`src/rtl/time_set_ctrl_pkg.sv`:
```
// time_set_ctrl_pkg: shared types, sizes and BCD-to-binary helper for the time-set controller
package time_set_ctrl_pkg;

    typedef enum logic {
        IDLE = 1'b0,
        EDIT = 1'b1
    } stateT;

    localparam int NUM_DIGITS = 4;
    localparam int MAX_VALUE  = 9999;
    localparam int DATA_W     = 14;

    // d3*1000 + d2*100 + d1*10 + d0 using only shifts and adds (1000 = 1024 - 16 - 8)
    function automatic logic [DATA_W-1:0] bcdToBin(input logic [3:0] d3, input logic [3:0] d2,
                                                   input logic [3:0] d1, input logic [3:0] d0);
        logic [DATA_W-1:0] a3, a2, a1, a0;
        a3 = DATA_W'(d3);
        a2 = DATA_W'(d2);
        a1 = DATA_W'(d1);
        a0 = DATA_W'(d0);
        return (a3 << 10) - (a3 << 4) - (a3 << 3)
             + (a2 << 6) + (a2 << 5) + (a2 << 2)
             + (a1 << 3) + (a1 << 1)
             + a0;
    endfunction

endpackage

```
`src/rtl/time_set_ctrl_debounce.sv`:
```
// btn_debounce: synchronises a raw button, debounces it and emits one pulse per accepted press
module btn_debounce #(
    parameter int DEBOUNCE_CNT = 1_000_000
) (
    input  logic sysclk,
    input  logic i_rst_n,
    input  logic i_btn,
    output logic o_press
);

    localparam int CW = $clog2(DEBOUNCE_CNT + 1);

    logic [1:0]    sync;
    logic          level;
    logic          levelPrev;
    logic [CW-1:0] cnt;

    // Two-stage synchroniser, then accept a new level only after it has held for DEBOUNCE_CNT cycles
    always_ff @(posedge sysclk or negedge i_rst_n) begin
        if (!i_rst_n) begin
            sync      <= '0;
            level     <= 1'b0;
            levelPrev <= 1'b0;
            cnt       <= '0;
        end else begin
            sync      <= {sync[0], i_btn};
            levelPrev <= level;
            if (sync[1] != level) begin
                if (cnt == CW'(DEBOUNCE_CNT - 1)) begin
                    level <= sync[1];
                    cnt   <= '0;
                end else begin
                    cnt <= cnt + 1'b1;
                end
            end else begin
                cnt <= '0;
            end
        end
    end

    assign o_press = level & ~levelPrev;

endmodule

```
`src/rtl/time_set_ctrl.sv`:
```
// time_set_ctrl: button-driven four-digit BCD editor that commits a binary value on exit from edit mode
module time_set_ctrl
    import time_set_ctrl_pkg::*;
#(
    parameter int DEBOUNCE_CNT = 1_000_000
) (
    input  logic              sysclk,
    input  logic              i_rst_n,
    input  logic              i_btnMode,
    input  logic              i_btnSel,
    input  logic              i_btnInc,
    output logic [DATA_W-1:0] o_setData,
    output logic              o_setValid,
    output logic [3:0]        o_digitSel,
    output logic              o_editing
);

    logic                        modePress, selPress, incPress;
    stateT                       state, stateNext;
    logic [1:0]                  idx, idxNext;
    logic [NUM_DIGITS-1:0][3:0]  digits, digitsNext;
    logic                        commit;
    logic                        editingNext;
    logic [3:0]                  digitSelNext;
    logic [DATA_W-1:0]           setDataNext;

    btn_debounce #(.DEBOUNCE_CNT(DEBOUNCE_CNT)) uMode (
        .sysclk (sysclk), .i_rst_n(i_rst_n), .i_btn(i_btnMode), .o_press(modePress)
    );

    btn_debounce #(.DEBOUNCE_CNT(DEBOUNCE_CNT)) uSel (
        .sysclk (sysclk), .i_rst_n(i_rst_n), .i_btn(i_btnSel), .o_press(selPress)
    );

    btn_debounce #(.DEBOUNCE_CNT(DEBOUNCE_CNT)) uInc (
        .sysclk (sysclk), .i_rst_n(i_rst_n), .i_btn(i_btnInc), .o_press(incPress)
    );

    // State, digit index, digits and all outputs update together
    always_ff @(posedge sysclk or negedge i_rst_n) begin
        if (!i_rst_n) begin
            state      <= IDLE;
            idx        <= '0;
            digits     <= '0;
            o_setData  <= '0;
            o_setValid <= 1'b0;
            o_digitSel <= '0;
            o_editing  <= 1'b0;
        end else begin
            state      <= stateNext;
            idx        <= idxNext;
            digits     <= digitsNext;
            o_setData  <= setDataNext;
            o_setValid <= commit;
            o_digitSel <= digitSelNext;
            o_editing  <= editingNext;
        end
    end

    // Press handling with mode > sel > inc priority; only one action per cycle
    always_comb begin
        stateNext  = state;
        idxNext    = idx;
        digitsNext = digits;
        commit     = 1'b0;
        if (state == IDLE) begin
            if (modePress) begin
                stateNext = EDIT;
                idxNext   = '0;
            end
        end else if (modePress) begin
            stateNext = IDLE;
            idxNext   = '0;
            commit    = 1'b1;
        end else if (selPress) begin
            idxNext = idx + 2'd1;
        end else if (incPress) begin
            digitsNext[idx] = (digits[idx] == 4'd9) ? 4'd0 : digits[idx] + 4'd1;
        end
    end

    // Next values of the registered outputs; committed value is held between commits
    always_comb begin
        editingNext  = (stateNext == EDIT);
        digitSelNext = editingNext ? (4'd1 << idxNext) : 4'd0;
        setDataNext  = commit ? bcdToBin(digits[3], digits[2], digits[1], digits[0]) : o_setData;
    end

endmodule

```
`config.mk`:
```
export PLATFORM = sky130hd
export DESIGN_NAME = time_set_ctrl
export DESIGN_NICKNAME = d
export VERILOG_FILES = /design/src/rtl/time_set_ctrl_pkg.sv /design/src/rtl/time_set_ctrl_debounce.sv /design/src/rtl/time_set_ctrl.sv
export SDC_FILE = /design/constraint.sdc
export NUM_CORES = 1
export LEC_CHECK = 0
export CAP_MARGIN = 0
export CORE_ASPECT_RATIO = 1.5
export CORE_MARGIN = 2
export CORE_UTILIZATION = 45
export DETAILED_ROUTE_END_ITERATION = 7
export HOLD_SLACK_MARGIN = 0.08
export SLEW_MARGIN = 20
export SYNTH_ARGS = -nofsm -noshare
export SYNTH_HDL_FRONTEND = slang
export SYNTH_HIERARCHICAL = 1
export SYNTH_SLANG_ARGS = --single-unit
```
`constraint.sdc`:
```
create_clock -name sysclk -period 6 [get_ports sysclk]
set_input_delay 0.9 -clock sysclk [delete_from_list [all_inputs] [get_ports sysclk]]
set_output_delay 0.9 -clock sysclk [all_outputs]
set_load 0.05 [all_outputs]
```
=== Word-level counts from Yosys, hierarchy flattened ===
Index checks and enable logic that the tools add are counted.

* Register bits: 110
* Input bits: 5

* Add/sub/neg operators: 13
* Magnitude comparators: 2
* Equality and inequality tests: 7
* Shift operators: 1
* Muxes and demuxes: 21
* Bitwise gates (word level): 8
* Reduce and logical (&&, ||, !) cells: 5

{| class="wikitable"
|+ Operators with widths
! operator !! count
|-
| 2-to-1 mux 20 bit || 6
|-
| adder 20 x 1 -> 20 bit, second input constant || 3
|-
| equality test 20 bit, second input constant || 3
|-
| bitwise mux 16 bit || 1
|-
| 2-to-1 mux 4 bit || 4
|-
| adder 14 x 10 -> 14 bit || 1
|-
| adder 14 x 4 -> 14 bit || 1
|-
| adder 14 x 5 -> 14 bit || 1
|-
| adder 14 x 6 -> 14 bit || 1
|-
| adder 14 x 7 -> 14 bit || 1
|-
| adder 14 x 9 -> 14 bit || 1
|-
| subtractor 14 x 7 -> 14 bit || 1
|-
| subtractor 14 x 8 -> 14 bit || 1
|-
| binary-select mux 4 bit (select 2 bit) || 1
|-
| demux 4 bit (select 2 bit) || 1
|-
| 2-to-1 mux 2 bit || 4
|-
| AND reduction 2 bit || 3
|-
| NOT 1 bit || 5
|-
| adder 4 x 1 -> 4 bit, second input constant || 1
|-
| equality test 4 bit, second input constant || 1
|-
| 2-to-1 mux 1 bit || 4
|-
| AND reduction 4 bit || 1
|-
| left shift 1 x 2 -> 4 bit, first input constant || 1
|-
| bitwise AND 1 bit || 3
|-
| other kinds (5) || 7
|}

=== Longest topological paths before layout ===
Gate-level depths: netlist of the first run.

* Depth after elaboration: 8
* Gate-level depth with buffers: 13
* Depth with buffers taken out: 13

=== Cells and area by module ===
Netlist of the first run, hierarchy kept.

{| class="wikitable"
|+ By module, submodules not included
! module !! instances !! cells each !! area each (um2)
|-
| time_set_ctrl || 1 || 273 || 2,747.6
|-
| btn_debounce (uInc ...) || 2 || 108 || 1,146.1
|-
| btn_debounce (uMode) || 1 || 110 || 1,141.1
|}

=== Worst setup path after synthesis of the first run ===
No wires, ideal clock.

* Path kind: reg2reg
* Start point: reg digits[13] in the netlist's numbering
* End point: reg o_setData[13]
* Library setup time: 71 ps
* Arrival: 3,477 ps
* Data required time: 5,929 ps
* Slack: 2,452 ps
* Stages on the path, launching flop included: 13
* Buffers on the path: 0
* Period minus slack after synthesis: 3,548 ps
* Cell sequence: dfrtp_1 inv_1 fa_1 inv_1 fa_1 inv_1 fa_1 ha_1 nor2b_1 o21a_1 o21a_1 or4_1 nand4_1

* Longest elaborated chain between the ends: 8

{| class="wikitable"
|+ Ends and longest elaborated chain
! element !! line !! text
|-
| start, declared || time_set_ctrl.sv:21 || <nowiki>logic [NUM_DIGITS-1:0][3:0] digits, digitsNext;</nowiki>
|-
| start signal, assigned || time_set_ctrl.sv:52 || <nowiki>digits <= digitsNext;</nowiki>
|-
| subtractor 14 x 8 -> 14 bit || time_set_ctrl_pkg.sv:21 || <nowiki>return (a3 << 10) - (a3 << 4) - (a3 << 3)</nowiki>
|-
| subtractor 14 x 7 -> 14 bit * || time_set_ctrl_pkg.sv:21 ||
|-
| adder 14 x 10 -> 14 bit * || time_set_ctrl_pkg.sv:22 || <nowiki>+ (a2 << 6) + (a2 << 5) + (a2 << 2)</nowiki>
|-
| adder 14 x 9 -> 14 bit * || time_set_ctrl_pkg.sv:22 ||
|-
| adder 14 x 6 -> 14 bit * || time_set_ctrl_pkg.sv:22 ||
|-
| adder 14 x 7 -> 14 bit * || time_set_ctrl_pkg.sv:23 || <nowiki>+ (a1 << 3) + (a1 << 1)</nowiki>
|-
| adder 14 x 5 -> 14 bit * || time_set_ctrl_pkg.sv:23 ||
|-
| adder 14 x 4 -> 14 bit * || time_set_ctrl_pkg.sv:24 || <nowiki>+ a0;</nowiki>
|-
| end signal, assigned || time_set_ctrl.sv:53 || <nowiki>o_setData <= setDataNext;</nowiki>
|-
| end, declared || time_set_ctrl.sv:12 || <nowiki>output logic [DATA_W-1:0] o_setData,</nowiki>
|}

Mark *: on every way between the ends. The rest lies on a longest branch, timed or not.
A chain may end at the register's enable or synchronous reset.

=== Worst setup path in the final report of the first run ===
* Start point: reg digits[5] in the netlist's numbering
* End point: reg o_setData[10]

* Longest elaborated chain between the ends: 3

{| class="wikitable"
|+ Ends and longest elaborated chain
! element !! line
|-
| adder 14 x 7 -> 14 bit || time_set_ctrl_pkg.sv:23
|-
| adder 14 x 5 -> 14 bit * || time_set_ctrl_pkg.sv:23
|-
| adder 14 x 4 -> 14 bit * || time_set_ctrl_pkg.sv:24
|}

Marked as above.

==> metrics.md, run 1 <==
| Metric | Value |
|---|---|
| Status | completed |
| Number of CTS-inserted buffers | 9 |
| Antenna violations before repair | 0 |
| DRC Markers | 0 |
| Nets | 679 |
| Postcts setup bufs | 0 |
| Max-slew violation count | 0 |
| Finished Layout Cells | 790 |
| DIE WIDTH | 99.7 um |
| Synthesis-stage register bit count | 110 |
| Final setup margin | 2.24 ns |
| Setup TNS | 0 ns |
| Cells after Synth | 599 |
| Syn Std Cell Area | 6180 um^2 |
| Final Setup Violations | 0 |
| Setup Skew | 0.0158 ns |
| EDFF count, synth | 0 |
| Largest family of logic cells by synthesized area | simple AND/OR/NAND/NOR gates |
| Synthesized area per cell | 10.3 um^2 |
| Clk sinks | 110 |
| Top FF cell, synth | dfrtp_1 |
| Unrepaired setup endpoints after global routing | no |
| Clock-pin slew on the worst setup and hold paths | 0.08 ns |
| Largest net degree at the start of global routing | 64 |
| # IOs | 25 |
| Distinct cells, synth | 57 |
| Die area | 14700 um^2 |
| Adder-Cell Fraction of Synth Area | 0.121 |
| Setup slack, reg-to-reg | 2.24 ns |
| GR Util All Layers | 0.177 |
| Hold Buf Count CTS | 0 |
| Fin. Hold Viols | 0 |
| Simple-gate share of the synthesized area | 0.195 |
| Yosys Warn Count | 6 |
| Mux contribution to synthesized area | 0.0411 |
| Synth Area in Compound Gates | 0.0879 |
| Critical path launch point type | register |
| Vias in the first global route | 4427 |
| Placed insts | 774 |
| Worst min path class | reg -> reg |
| # Max-Cap Violations | 0 |
| Critical Path Fanout Max | 4 |
| Pre-CTS setup slack | 2.26 ns |
| Synth Net Count | 655 |
| Pwr dens | 203 nW/um^2 |
| Leakage | 3.09 nW |
| Starting Density | 0.459 |
| Core area | 13500 um^2 |
| Worst Path Class, Setup | reg -> reg |
| H-tree Lvls | 3 |
| Relative slew margins | 0.332 |
| Remaining global-route overflow | 0 |
| CTS root buf | clkbuf_16 |
| VDD IR-drop max | 116 uV |
| Routed vias/inst | 5.46 |
| Crit path DAT | 3.99 ns |
| Util after Layout | 0.511 |
| Setup crit end kind | register |
| Input/output buffers | 24 |
| Register area share after synthesis | 0.445 |
| DIE HEIGHT | 148 um |
| Synth-to-Final Area Change | 11.3% |
| Number of DRC markers in iteration 0 | 185 |
| WP data required | 6.23 ns |
| GP Congestion | 0.884 |
| Layout cells sized above 1 | 0.0828 |
| Antenna viol nets, final | 0 |
| Final WL | 12.0 mm |
| DRT Pass-1 Iters | 4 |
| Num rows | 52 |
| Xor/xnor share of the synthesized area | 0.0652 |
| Clock Latency Late Sink | 0.35 ns |
| Via count | 4317 |
| Min Tclk post-route | 3.76 ns |
| Period utilisation layout | 0.627 |
| # diodes | 0 |
| Worst Max-Slew Pin Slew | 0.999 ns |
| # resized after CTS | 0 |
| First-pass GRT wire length | 21.1 mm |
| Post-synth ARST share | 1.00 |
| Fmax | 0.266 GHz |
| Drt wl/cell | 15.3 um |
| DP HPWL | 8.64 mm |
| CTS tree | done |
| CTS Buffer Depth | 2 |
==> cells in the final DEF (no fill, tap or decap), drive strengths merged, types with 14 or more instances in the layout <==
cell	count
or3	14
clkdlybuf4s50	23
fa	15
nand3	29
dfrtp	110
o21ai	31
ha	36
xnor2	18
inv	54
a21oi	24
nor2	50
nand2	55
xor2	28
==> path summary, 6_finish.rpt <==
path                               from             to  cells after the start
setup / recovery              digits[5]  o_setData[10]                     13
hold / removal             uInc/sync[0]   uInc/sync[1]                      0
setup reg to reg              digits[5]  o_setData[10]                     13
hold reg to reg            uInc/sync[0]   uInc/sync[1]                      0
max in group asynchronous       i_rst_n  o_digitSel[0]                      2
min in group asynchronous       i_rst_n   o_setData[4]                      1
==> cells by family after synthesis <==
group | Yosys count
flops | 110
buf+inv | 67
simple gates | 224
compound gates | 83
xor+xnor | 46
mux | 18
fa+ha+maj | 51
==> where the power goes <==
part / internal, W / switching (W) / leakage, nW
sequential: 0.000748 / 0.00000580 / 1.52
clock: 0.000330 / 0.000277 / 0.148
combinational: 0.00000958 / 0.0000258 / 1.43
==> state kept, by name, summed over array words and instances, names as in the netlist <==
register,flops
uInc/sync,2
o_digitSel,4
uSel/sync,2
uMode/levelPrev,1
state,1
uMode/cnt,20
uSel/level,1
o_setData,14
uSel/cnt,20
digits,16
idx,2
uInc/cnt,20
uInc/level,1
uMode/level,1
uMode/sync,2
uSel/levelPrev,1
uInc/levelPrev,1
o_setValid,1
==> synth_stat cells, types with 3 or more instances <==
master / count / area share
a21o_1: 3 / 0.0036
xnor2_1: 18 / 0.026
and4_1: 11 / 0.016
buf_2: 10 / 0.0081
nand4_1: 6 / 0.0061
xor2_1: 28 / 0.040
nor2_1: 50 / 0.030
ha_1: 36 / 0.073
nand4b_1: 3 / 0.0043
o21a_1: 4 / 0.0049
dfrtp_1: 110 / 0.45
a21oi_1: 22 / 0.018
nor2b_1: 9 / 0.0091
nor4b_1: 5 / 0.0071
inv_1: 53 / 0.032
nand3_1: 26 / 0.021
or4_1: 8 / 0.0097
mux2_2: 13 / 0.024
o31ai_1: 7 / 0.0085
o21ai_0: 29 / 0.023
and3_1: 11 / 0.011
fa_1: 15 / 0.049
or3_1: 14 / 0.014
nor4_1: 6 / 0.0061
nand2_1: 54 / 0.033
nor3_1: 6 / 0.0049
==> through the flow <==
| step | hold slack (ns) | total power, W | cell area, um^2 |
|---|---|---|---|
| floorplan | 0.331 | 0.000782 | 6180 |
| global placement | 0.333 | 0.000804 | 6580 |
| detailed placement | 0.336 | 0.000805 | 6580 |
| CTS | 0.353 | 0.00142 | 6880 |
| global route | 0.366 | 0.00145 | 6880 |
| finish | 0.350 | 0.00140 | 6880 |
==> cell type report <==
class	instances	area, um^2
fill	1216	6590
clock inverter	3	25.0
clock buffer	13	280
sequential	110	2750
tap	162	203
timing repair buffer	27	260
inverter	53	199
multi-input combinational	422	3160
==> critical path, cell delays in order (launching register included) <==
cell and delay (ns):
dfrtp_1 0.40, inv_1 0.08, fa_1 0.53, inv_1 0.06, fa_1 0.53, inv_1 0.05, fa_1 0.59, inv_1 0.06
ha_1 0.29, a21oi_1 0.26, o211ai_1 0.22, a31oi_1 0.24, xnor2_1 0.08, mux2_2 0.26
==> routing by layer <==
layer  share of wire  vias up  wire, um  global-route usage
li1                -     2115         -                   -
met1            0.43     2132      5160               0.213
met2            0.53       57      6420               0.320
met3           0.024       13       293              0.0298
met4           0.014        0       173              0.0582
met5               0        -         0                   0
Power figures use the tool's default switching activity.
==> inputs of run 2 (changes only) <==
Clock period 6 ns to 3.5 ns, I/O delays scaled along.
==> run 2 against run 1 <==
Die area unchanged; critical path depth down 1; clock skew fell by 0.0054 ns; maximum frequency up 6.5%; design area increased by 4.2%; sequential power increased by 71%; flip-flop and latch count unchanged; count of clock-buffer cells in the layout is 2 lower; clock power up 81%; routed wire length rose by 3.8%; the run now ends with setup timing left; via count is 2.5% higher; combinational power grew 74%; largest power group unchanged.
==> metrics.md, run 2 (synthesis results as in run 1) <==
| Metric | Value |
|---|---|
| Clk sinks | 110 (unchanged) |
| DRT Pass-1 Iters | 5 (+1) |
| CTS root buf | clkbuf_16 |
| Input/output buffers | 24 (unchanged) |
| Num rows | 52 (unchanged) |
| Max-slew violation count | 0 (unchanged) |
| Worst Max-Slew Pin Slew | 1.03 ns (+0.0321 ns) |
| Antenna violations before repair | 0 (unchanged) |
| Drt wl/cell | 15.4 um (+0.94%) |
| Critical path launch point type | register |
| Commonest cells after routing, fill and taps aside | dfrtp_1, nand2_1, nor2_1, inv_1, ha_1 |
| Via count | 4426 (+2.5%) |
| Clock Latency Late Sink | 0.35 ns (about the same) |
| Worst min path class | in -> async |
| GP Congestion | 0.855 (-3.3%) |
| VDD IR-drop max | 228 uV (+96%) |
| # diodes | 0 (unchanged) |
| # Max-Cap Violations | 0 (unchanged) |
| Pwr dens | 343 nW/um^2 (+69%) |
| Worst Path Class, Setup | reg -> reg |
| Setup Skew | 0.0103 ns (-0.00545 ns) |
| Fin. Hold Viols | 0 (unchanged) |
| Layout cells sized above 1 | 0.142 (+0.0587) |
| Int Pwr | 0.00195 W (+79%) |
| Final Setup Violations | 2 (+2) |
| Clock share of power | 0.449 (+0.014) |
| # IOs | 25 (unchanged) |
| Synth-to-Final Area Change | 16.0% |
| Number of CTS-inserted buffers | 9 (unchanged) |
| Util after Layout | 0.532 (+0.0215) |
| Final setup margin | -0.0327 ns (-2.27 ns) |
| DP Area | 6730 um^2 (+2.3%) |
| GR Util All Layers | 0.183 (+0.00592) |
| Antenna viol nets, final | 0 (unchanged) |
| Core area | 13500 um^2 (unchanged) |
| WP data required | 3.73 ns (-2.50 ns) |
| Setup crit end kind | register |
| First-pass GRT wire length | 21.5 mm (+2.2%) |
| Starting Density | 0.459 (unchanged) |
| Design area | 7170 um^2 (+4.2%) |
| CTS Buffer Depth | 2 (unchanged) |
| Vias in the first global route | 4613 (+4.2%) |
| Setup TNS | -0.0389 ns (-0.0389 ns) |
| Period utilisation layout | 1.01 (+0.382) |
| Crit path DAT | 3.76 ns (-0.23 ns) |
| Critical Path Fanout Max | 4 (unchanged) |
| DP HPWL | 9.06 mm (+4.8%) |
| Leakage | 3.23 nW (+4.5%) |
| Fmax | 0.283 GHz (+6.5%) |
| Clock-pin slew on the worst setup and hold paths | 0.07 ns (about the same) |
| Switching portion of total power | 0.207 (-0.0143) |
| Comb power frac | 0.025 (about the same) |
| Violated checks | setup timing |
| Largest net degree at the start of global routing | 63 (-1.6%) |
| Most common cell after layout, fill and taps aside | dfrtp_1 |
| Worst hold slack | 0.265 ns (-0.0851 ns) |
| DIE HEIGHT | 148 um (unchanged) |
| H-tree Lvls | 3 (unchanged) |
| Status | finished, violations left |
| Relative slew margins | 0.310 (-0.0214) |
| Final WL | 12.5 mm (+3.8%) |
| Min Tclk post-route | 3.53 ns (-0.231 ns) |
| DRC Markers | 0 (unchanged) |
| Nets | 702 (+3.4%) |
| Remaining global-route overflow | 0 (unchanged) |
| CTS tree | done |
| DIE WIDTH | 99.7 um (unchanged) |
| Routed vias/inst | 5.45 (-0.25%) |
| Number of DRC markers in iteration 0 | 143 (-23%) |
| Largest regs | uInc/cnt: 20 flops, uMode/cnt: 20 flops, uSel/cnt: 20 flops |
| Die area | 14700 um^2 (unchanged) |
| Sequential fraction of design power | 0.526 (-0.014) |
| P_sw | 0.000508 W (+65%) |
| Unrepaired setup endpoints after global routing | yes |
==> run 2: path summary, 6_finish.rpt <==
check | startpoint | endpoint | slack [ns] | cells after the start
max in group asynchronous | i_rst_n | uMode/cnt[12] | 2.49 | 2
min in group sysclk | uInc/sync[0] | uInc/sync[1] | 0.35 | 0
min | i_rst_n | o_setData[4] | 0.26 | 1
max reg2reg | digits[12] | o_setData[12] | -0.03 | 12
min reg2reg | uInc/sync[0] | uInc/sync[1] | 0.35 | 0
max | digits[12] | o_setData[12] | -0.03 | 12
==> run 2: power by group through the flow <==
| stage | Combinational (W) | Sequential (W) | Clock [W] |
|---|---|---|---|
| after floorplan | 0.0000257 | 0.00131 | 0 |
| after global placement | 0.0000636 | 0.00132 | 0 |
| after detailed placement | 0.0000654 | 0.00132 | 0 |
| after CTS | 0.0000654 | 0.00129 | 0.00114 |
| after global routing | 0.0000745 | 0.00129 | 0.00119 |
| final | 0.0000615 | 0.00129 | 0.00110 |
==> run 2: what timing repair did <==
action	CTS	global route
setup endpoints to repair	6	7
resized for setup	5	15
buffers inserted	3	4
pin swaps	13	22
hold buffers	0	0
==> run 2: final cells by class <==
class | count | area (um^2)
sequential | 110 | 2750
clock buffer | 11 | 243
inverter | 53 | 199
timing repair buffer | 50 | 449
multi-input combinational | 422 | 3250
fill | 1202 | 6300
tap | 162 | 203
clock inverter | 4 | 78.8
==> run 2: critical path, stage by stage, from the launching register on <==
cell and delay, ns:
dfrtp_1 0.41, fa_1 0.56, inv_2 0.04, fa_1 0.51, inv_2 0.04, fa_1 0.56, inv_2 0.05, ha_4 0.27
a21oi_4 0.06, o211ai_1 0.33, nand3b_1 0.15, a21o_1 0.21, a31o_2 0.23
==> run 2: per-stage QoR <==
stage	power, W	std cells	setup WS [ns]
4_1_cts	0.00250	808	-0.0258
2_1_floorplan	0.00134	599	0.0196
5_1_grt	0.00255	812	-0.150
3_3_place_gp	0.00138	790	-0.0110
6_report	0.00246	812	-0.0327
3_5_place_dp	0.00138	790	-0.0634
==> run 2: layer usage <==
metal  track usage  vias up  wire (um)
li1              -     2160          -
met1         0.213     2180       5230
met2         0.330       66       6640
met3        0.0279       20        286
met4        0.0801        0        345
met5             0        -          0
==> inputs of run 3 (changes only) <==
Settings changed: ABC_CLOCK_PERIOD_IN_PS set to 3500.
==> results of run 3 <==
Same layout as run 2: the final DEF is identical, and so are final timing and power.
